==> src/rtl/decode_stage.sv <==
// RV32I instruction-decode stage: field/immediate decode, operand read with same-cycle
// write-back bypass, load-use hazard detection, and the ID/EX pipeline register.
module decode_stage (
    input  logic        clk,
    input  logic        rst_n,
    input  logic        if_valid,
    input  logic [31:0] if_instr,
    input  logic [31:0] if_pc,
    output logic        id_ready,
    output logic [4:0]  rf_a1,
    output logic [4:0]  rf_a2,
    input  logic [31:0] rf_rd1,
    input  logic [31:0] rf_rd2,
    input  logic        wb_we,
    input  logic [4:0]  wb_rd,
    input  logic [31:0] wb_data,
    input  logic        flush,
    input  logic        ex_ready,
    output logic        ex_valid,
    output logic [31:0] ex_pc,
    output logic [31:0] ex_rs1_val,
    output logic [31:0] ex_rs2_val,
    output logic [31:0] ex_imm,
    output logic [4:0]  ex_rs1,
    output logic [4:0]  ex_rs2,
    output logic [4:0]  ex_rd,
    output logic [6:0]  ex_opcode,
    output logic [2:0]  ex_funct3,
    output logic [6:0]  ex_funct7,
    output logic        ex_reg_write,
    output logic        ex_is_load,
    output logic        ex_is_store,
    output logic        ex_illegal
);

    typedef enum logic [2:0] {
        FmtR,
        FmtI,
        FmtS,
        FmtB,
        FmtU,
        FmtJ,
        FmtBad
    } fmt_e;

    typedef struct packed {
        logic [31:0] pc;
        logic [31:0] rs1_val;
        logic [31:0] rs2_val;
        logic [31:0] imm;
        logic [4:0]  rs1;
        logic [4:0]  rs2;
        logic [4:0]  rd;
        logic [6:0]  opcode;
        logic [2:0]  funct3;
        logic [6:0]  funct7;
        logic        reg_write;
        logic        is_load;
        logic        is_store;
        logic        illegal;
    } idex_t;

    localparam logic [6:0] OpReg    = 7'h33;
    localparam logic [6:0] OpImm    = 7'h13;
    localparam logic [6:0] OpLoad   = 7'h03;
    localparam logic [6:0] OpJalr   = 7'h67;
    localparam logic [6:0] OpSystem = 7'h73;
    localparam logic [6:0] OpStore  = 7'h23;
    localparam logic [6:0] OpBranch = 7'h63;
    localparam logic [6:0] OpLui    = 7'h37;
    localparam logic [6:0] OpAuipc  = 7'h17;
    localparam logic [6:0] OpJal    = 7'h6F;

    // Raw instruction fields
    logic [6:0] opcode;
    logic [4:0] rd_f;
    logic [2:0] funct3;
    logic [4:0] rs1_f;
    logic [4:0] rs2_f;
    logic [6:0] funct7;

    assign opcode = if_instr[6:0];
    assign rd_f   = if_instr[11:7];
    assign funct3 = if_instr[14:12];
    assign rs1_f  = if_instr[19:15];
    assign rs2_f  = if_instr[24:20];
    assign funct7 = if_instr[31:25];

    assign rf_a1 = rs1_f;
    assign rf_a2 = rs2_f;

    fmt_e        fmt;
    logic        uses_rs1;
    logic        uses_rs2;
    logic        uses_rd;
    logic        reg_write;
    logic [4:0]  rs1_idx;
    logic [4:0]  rs2_idx;
    logic [4:0]  rd_idx;
    logic [31:0] imm;

    always_comb begin
        fmt = FmtBad;
        unique case (opcode)
            OpReg:                            fmt = FmtR;
            OpImm, OpLoad, OpJalr, OpSystem:  fmt = FmtI;
            OpStore:                          fmt = FmtS;
            OpBranch:                         fmt = FmtB;
            OpLui, OpAuipc:                   fmt = FmtU;
            OpJal:                            fmt = FmtJ;
            default:                          fmt = FmtBad;
        endcase
    end

    always_comb begin
        uses_rs1 = (fmt == FmtR) || (fmt == FmtI) || (fmt == FmtS) || (fmt == FmtB);
        uses_rs2 = (fmt == FmtR) || (fmt == FmtS) || (fmt == FmtB);
        uses_rd  = (fmt == FmtR) || (fmt == FmtI) || (fmt == FmtU) || (fmt == FmtJ);
        reg_write = uses_rd && (rd_f != 5'd0);
        rs1_idx  = uses_rs1 ? rs1_f : 5'd0;
        rs2_idx  = uses_rs2 ? rs2_f : 5'd0;
        rd_idx   = uses_rd  ? rd_f  : 5'd0;
    end

    always_comb begin
        imm = 32'd0;
        unique case (fmt)
            FmtI: imm = {{20{if_instr[31]}}, if_instr[31:20]};
            FmtS: imm = {{20{if_instr[31]}}, if_instr[31:25], if_instr[11:7]};
            FmtB: imm = {{19{if_instr[31]}}, if_instr[31], if_instr[7], if_instr[30:25],
                         if_instr[11:8], 1'b0};
            FmtU: imm = {if_instr[31:12], 12'd0};
            FmtJ: imm = {{11{if_instr[31]}}, if_instr[31], if_instr[19:12], if_instr[20],
                         if_instr[30:21], 1'b0};
            default: imm = 32'd0;
        endcase
    end

    // Index 0 reads as zero; a same-cycle write-back wins over the stale file value.
    logic [31:0] rs1_val;
    logic [31:0] rs2_val;

    always_comb begin
        if (rs1_idx == 5'd0) begin
            rs1_val = 32'd0;
        end else if (wb_we && (wb_rd == rs1_idx)) begin
            rs1_val = wb_data;
        end else begin
            rs1_val = rf_rd1;
        end

        if (rs2_idx == 5'd0) begin
            rs2_val = 32'd0;
        end else if (wb_we && (wb_rd == rs2_idx)) begin
            rs2_val = wb_data;
        end else begin
            rs2_val = rf_rd2;
        end
    end

    idex_t idex_q, idex_d;
    logic  valid_q, valid_d;
    logic  hazard;

    always_comb begin
        hazard = valid_q && idex_q.is_load && (idex_q.rd != 5'd0) &&
                 ((uses_rs1 && (rs1_idx == idex_q.rd)) ||
                  (uses_rs2 && (rs2_idx == idex_q.rd)));
        id_ready = (!valid_q || ex_ready) && !hazard;
    end

    always_comb begin
        idex_d  = idex_q;
        valid_d = valid_q;
        if (flush) begin
            valid_d = 1'b0;
        end else if (if_valid && id_ready) begin
            valid_d           = 1'b1;
            idex_d.pc         = if_pc;
            idex_d.rs1_val    = rs1_val;
            idex_d.rs2_val    = rs2_val;
            idex_d.imm        = imm;
            idex_d.rs1        = rs1_idx;
            idex_d.rs2        = rs2_idx;
            idex_d.rd         = rd_idx;
            idex_d.opcode     = opcode;
            idex_d.funct3     = funct3;
            idex_d.funct7     = funct7;
            idex_d.reg_write  = reg_write;
            idex_d.is_load    = (opcode == OpLoad);
            idex_d.is_store   = (opcode == OpStore);
            idex_d.illegal    = (fmt == FmtBad);
        end else if (ex_ready) begin
            // Drained with nothing accepted: insert a bubble.
            valid_d = 1'b0;
        end
    end

    always_ff @(posedge clk or negedge rst_n) begin
        if (!rst_n) begin
            idex_q  <= '0;
            valid_q <= 1'b0;
        end else begin
            idex_q  <= idex_d;
            valid_q <= valid_d;
        end
    end

    assign ex_valid     = valid_q;
    assign ex_pc        = idex_q.pc;
    assign ex_rs1_val   = idex_q.rs1_val;
    assign ex_rs2_val   = idex_q.rs2_val;
    assign ex_imm       = idex_q.imm;
    assign ex_rs1       = idex_q.rs1;
    assign ex_rs2       = idex_q.rs2;
    assign ex_rd        = idex_q.rd;
    assign ex_opcode    = idex_q.opcode;
    assign ex_funct3    = idex_q.funct3;
    assign ex_funct7    = idex_q.funct7;
    assign ex_reg_write = idex_q.reg_write;
    assign ex_is_load   = idex_q.is_load;
    assign ex_is_store  = idex_q.is_store;
    assign ex_illegal   = idex_q.illegal;

endmodule

==> config.mk <==
export PLATFORM = sky130hd
export DESIGN_NAME = decode_stage
export DESIGN_NICKNAME = d
export VERILOG_FILES = /design/src/rtl/decode_stage.sv
export SDC_FILE = /design/constraint.sdc
export NUM_CORES = 1
export LEC_CHECK = 0
export BUFFER_PORTS_ARGS = -buffer_cell sky130_fd_sc_hd__buf_2
export CAP_MARGIN = 20
export CORE_AREA = 2 2 148 150
export DETAILED_ROUTE_END_ITERATION = 8
export DIE_AREA = 0 0 150 152
export PLACE_DENSITY = 0.77
export SLEW_MARGIN = 20
export SYNTH_ARGS = -nofsm -noshare
export SYNTH_HDL_FRONTEND = slang
export SYNTH_SLANG_ARGS = --single-unit
export TNS_END_PERCENT = 5
==> constraint.sdc <==
create_clock -name clk -period 7.7 [get_ports clk]
set_clock_uncertainty 0.2 [all_clocks]
set_input_delay 1.155 -clock clk [delete_from_list [all_inputs] [get_ports clk]]
set_output_delay 1.155 -clock clk [all_outputs]
set_load 0.005 [all_outputs]
After elaboration in Yosys (flattened, before gate mapping)
Index checks and enable logic that the tools add are counted.
- output and inout port bits: 176
- bits in read-only memories: 0
- input bits: 171
- RAM bits: 0
- memories: 0
- bits in latches: 0
- logic and storage cells: 78
- register bits: 165
- bitwise gates (word level): 1
- mux-type cells: 12
- equality and inequality tests: 20
- reduce and logical (&&, ||, !) cells: 30
- multipliers: 0
- add/sub/neg operators: 0
- order comparisons: 0
- div/mod/pow operators: 0
- shift-type cells: 0
- operators with widths (operator ; number):
    $pmux 32 s5 ; 1
    $mux 32 ; 4
    $eq 7x7->1 const B ; 4
    $eq 7x6->1 const B ; 3
    $eq 5x5->1 ; 4
    $pmux 3 s6 ; 1
    $mux 5 ; 3
    $eq 7x5->1 const B ; 2
    $logic_and 1x1->1 ; 10
    $logic_not 5->1 ; 2
    $reduce_bool 5->1 ; 2
    $eq 3x3->1 const B ; 3
    $logic_or 1x1->1 ; 9
    $eq 7x2->1 const B ; 1
    $eq 3x2->1 const B ; 2
    $reduce_or 4->1 ; 1
    $eq 3x1->1 const B ; 1
    $logic_not 3->1 ; 1
    $mux 1 ; 3
    $reduce_bool 3->1 ; 1
    $logic_not 1->1 ; 2
    $reduce_and 2->1 ; 1
    $reduce_or 2->1 ; 1
    $not 1->1 ; 1

Logic depth before layout (Yosys ltp)
- word-level depth: 17
- mapped depth: 14
- mapped depth without buffers: 10

Worst setup path after synthesis
OpenSTA, ideal clock, no wires.
- path kind: input -> output
- start point: input if_instr[3]
- end point: output id_ready
- arrival time: 2828 ps
- data required time: 6345 ps
- setup slack: 3517 ps
- cell stages on the path: 9
- path buffers: 2
- cells stage by stage: buf_4 and4b_1 o2111ai_4 ha_1 o21ai_4 o21ai_2 buf_4 a211oi_1 o21ai_0
- longest elaborated chain between the ends: 14
- elaborated cells on any way between the ends: 32
- classes of those cells: eq/ne: 15; mux: 3; reduce/logical: 14
- ends and longest elaborated chain (item ; line ; RTL):
    start, declared ; 7 ; input logic [31:0] if_instr,
    $eq 7x2->1, or another cell as far along ; 104 ; unique case (opcode)
    $reduce_or 4->1 or $reduce_or 2->1 (tied branches) ; 104 ;
    $pmux 3 s6 (*) ; 104 ;
    $eq 3x1->1 or $logic_not 3->1 (tied branches) ; 116, 117 ;
    $logic_or 1x1->1 (3 in series) ; 116 ; uses_rs1 = (fmt == FmtR) || (fmt == FmtI) || (fmt == FmtS) || (fmt == FmtB);
    $mux 5 ; 120 ; rs1_idx = uses_rs1 ? rs1_f : 5'd0;
    $eq 5x5->1 ; 167 ; ((uses_rs1 && (rs1_idx == idex_q.rd)) ||
    $logic_and 1x1->1 ; 167 ;
    $logic_or 1x1->1 (*) ; 167 ;
    $logic_and 1x1->1 (*) ; 166 ; hazard = valid_q && idex_q.is_load && (idex_q.rd != 5'd0) &&
    $logic_not 1->1 (*) ; 169 ; id_ready = (!valid_q || ex_ready) && !hazard;
    $logic_and 1x1->1 (*) ; 169 ;
    end, declared ; 9 ; output logic id_ready,
Mark *: on every way between the ends. The rest lies on a longest branch, timed or not.

Worst setup path in the final report
- start point: input if_instr[4]
- end point: register idex_q (netlist bit ex_rs2_val[4])
- longest elaborated chain between the ends: 16
- elaborated cells on any way between the ends: 39
- classes of those cells: eq/ne: 16; mux: 5; reduce/logical: 18
- ends and longest elaborated chain (item ; line ; RTL):
    $eq 7x2->1, or another cell as far along ; 104 ;
    $reduce_or 4->1 or $reduce_or 2->1 (tied branches) ; 104 ;
    $pmux 3 s6 (*) ; 104 ;
    $eq 3x1->1 or $logic_not 3->1 (tied branches) ; 116, 117 ;
    $logic_or 1x1->1 (3 in series) ; 116 ;
    $mux 5 ; 120 ;
    $eq 5x5->1 ; 167 ;
    $logic_and 1x1->1 ; 167 ;
    $logic_or 1x1->1 ; 167 ;
    $logic_and 1x1->1 ; 166 ;
    $logic_not 1->1 ; 169 ;
    $logic_and 1x1->1 ; 169 ;
    $logic_and 1x1->1 ; 177 ; end else if (if_valid && id_ready) begin
    $reduce_and 2->1 (no source line) ; -- ;
    end signal, assigned ; 204 ; idex_q <= idex_d;
    end, declared ; 161 ; idex_t idex_q, idex_d;
Marks and branches as above.
A chain may end at the register's enable or synchronous reset.

==> results.cfg <==
[clock_tree]
cts_resized = 0
cts.hold.buffers_added = 0
root_buffer = clkbuf_16
cts_buffer_depth = 2
clock_sinks = 165
clk-insertion-delay-late_ps = 420
htree_num_levels = 4
cts_setup_buffers = 0
cts_inserted_buffers = 17
path_clk_slew_ps = 70
tritoncts = built

[setup_path]
critPathMaxFanout = 78
worstPathArrival_ps = 4920
cpMaxStageDelayCell = buf_4
critPathKind = input pin to flop
required_ps = 7830
worstSetupStartpointType = input pin
slowest_delay_ps = 630
cpMostUsedCell = buf_4
end_kind = flop
crit_chain = buf_2 -> and4b_1 -> o2111ai_4 -> ha_1 -> o21ai_4 -> o21ai_2 -> a2111oi_2 -> nor2_4 -> buf_4 -> buf_4 -> o2111ai_1 -> o211ai_1

[detailed_routing]
drc_errors = 0
vias_per_cell = 5.30
drt_wl_total_um = 25300
vias = 7734
drt_iter0_drc = 581
postRouteAntennaNets = 0
wl_per_cell_um = 17.4
first_pass_iters = 5

[synthesis]
async_reset_ff_frac = 1.00
synth_edf_count = 0
yosys-top-cells-area = dfrtp_1, nand2_1, o31ai_2
yosysUniqueCellTypes = 64
yosysWarnings = 0
syn_nets = 1048
yosysSeqAreaShare = 0.493
postSynthCellCount = 876
synth_most_common_cell = nand2_1
ys_ff_latch = 165
synthFlopType = dfrtp_1
synth.top_cell.area_share = 0.493
syn_area_um2 = 8380
yosysTopAreaCell = dfrtp_1
synthTopCellsByCount = nand2_1, dfrtp_1, nand3_1
avgSynthCellArea_um2 = 9.56

[global_routing]
grt.total_usage = 0.221
grt_overflow = 0
antenna_found_initial = 0
grt_pass1_vias = 7484
grt_pass1_wl_um = 40300
grt_max_degree = 94

[cells_and_area]
drive_above_1_share = 0.374
final_cells = 1458
final_util = 0.499
area_growth_pct = 27.2
diodes = 0
fin_nets = 1337

[power_and_ir_drop]
power.density_nw_per_um2 = 203
ir_drop_mv = 0.132
cellLeakagePower_nw = 5.23

[place]
dpl.hpwl_um = 17800
port-buffer-count = 346
gp_congestion = 0.863
dp_cells = 1426

[die]
die_y_um = 152
die_w_um = 150
ioPinCount = 347
start_util = 0.392
core_area_um2 = 21400
dieArea_um2 = 22800
fp-row-count = 54

[hold_path]
hold_path_class = flop to flop

[sta]
slew_viol_final = 0
timing.fmax_mhz = 209
hold_violations = 0
worst_pin_slew_ps = 1050
slew_headroom = 0.303
rsz0062_at_grt = no
period_needed_ps = 4780
fin_crit_sh = 0.621
tns_ps = 0
setup_viol = 0

[run]
drv_cap = 0

[outcome]
status = complete, no violations
==> path summary, 6_finish.rpt <==
check,startpoint,end,slack (ps),cells after the start
min in group asynchronous,rst_n,ex_rs1_val[0]$_DFFE_PN0P_,590,1
hold / removal,ex_pc[7]$_DFFE_PN0P_,ex_pc[7]$_DFFE_PN0P_,270,2
max in group asynchronous,rst_n,ex_imm[27]$_DFFE_PN0P_,5250,2
setup reg to reg,ex_rd[0]$_DFFE_PN0P_,ex_rs2_val[4]$_DFFE_PN0P_,4120,8
hold reg to reg,ex_pc[7]$_DFFE_PN0P_,ex_pc[7]$_DFFE_PN0P_,270,2
setup / recovery,if_instr[4],ex_rs2_val[4]$_DFFE_PN0P_,2920,12
==> registers in the layout (all words and copies together) (netlist names) <==
signal        flops
ex_rs1_val       32
ex_is_store       1
ex_opcode         7
ex_rs1            5
ex_funct7         7
ex_rs2_val       32
ex_funct3         3
ex_pc            32
ex_imm           32
ex_reg_write      1
ex_is_load        1
ex_rd             5
ex_rs2            5
ex_illegal        1
ex_valid          1
==> metrics by stage <==
stage               hold slack [ps]  setup WS (ps)  cell area (um^2)  power, mW
floorplan                       263           3520              8380       1.14
global placement                247           2520             10100       1.31
detailed placement              254           2340             10100       1.31
CTS                             275           2840             10600       2.18
global route                    300           2650             10700       2.26
finish                          274           2920             10700       2.16
==> critical path: cells and delay by family <==
kind | cells | cell delay [ps]
fa+ha+maj | 1 | 320
simple gates | 2 | 400
compound gates | 6 | 1500
buf+inv | 3 | 1420
==> cell type report <==
class	instances	area (um^2)
repair buffers	356	1810
clock inverters	15	160
fillers	2023	10700
flip-flops and latches	165	4130
well taps	280	350
inverters	5	18.8
multi-input cells	620	3760
clock buffers	17	425
==> logic make-up (layout without fill, tap and decap cells) <==
family	after synthesis	after routing	share of synthesized area
buffers and inverters	91	393	0.0632
multiplexers	33	33	0.0396
flip-flops	165	165	0.493
XOR/XNOR	15	15	0.0157
AO/OA/AOI/OAI	196	196	0.197
adder cells (fa/ha/maj)	1	1	0.00149
AND/OR/NAND/NOR	375	375	0.190
==> cells in the final DEF (no fill, tap or decap), types with 10 or more instances in the layout <==
cell	instances
a31oi_1	13
dfrtp_1	165
nand2_1	270
buf_4	10
nand3_1	43
o2111ai_1	32
o211ai_1	36
mux2i_1	32
o21ai_0	26
nor2_1	18
clkbuf_16	17
o31ai_2	30
buf_2	345
o21ai_1	10
==> per-layer routing <==
metal / track usage / vias to the layer above / share of wire
met1: 0.293 / 3662 / 0.42
li1: - / 3673 / -
met2: 0.354 / 362 / 0.47
met4: 0.0687 / 0 / 0.022
met5: 0 / - / 0
met3: 0.0571 / 37 / 0.090
==> power by group <==
part / internal (mW) / switching [mW] / leakage (nW)
logic: 0.132 / 0.195 / 2.75
clock network: 0.462 / 0.403 / 0.292
registers: 0.932 / 0.0373 / 2.19
Power figures use the tool's default switching activity.
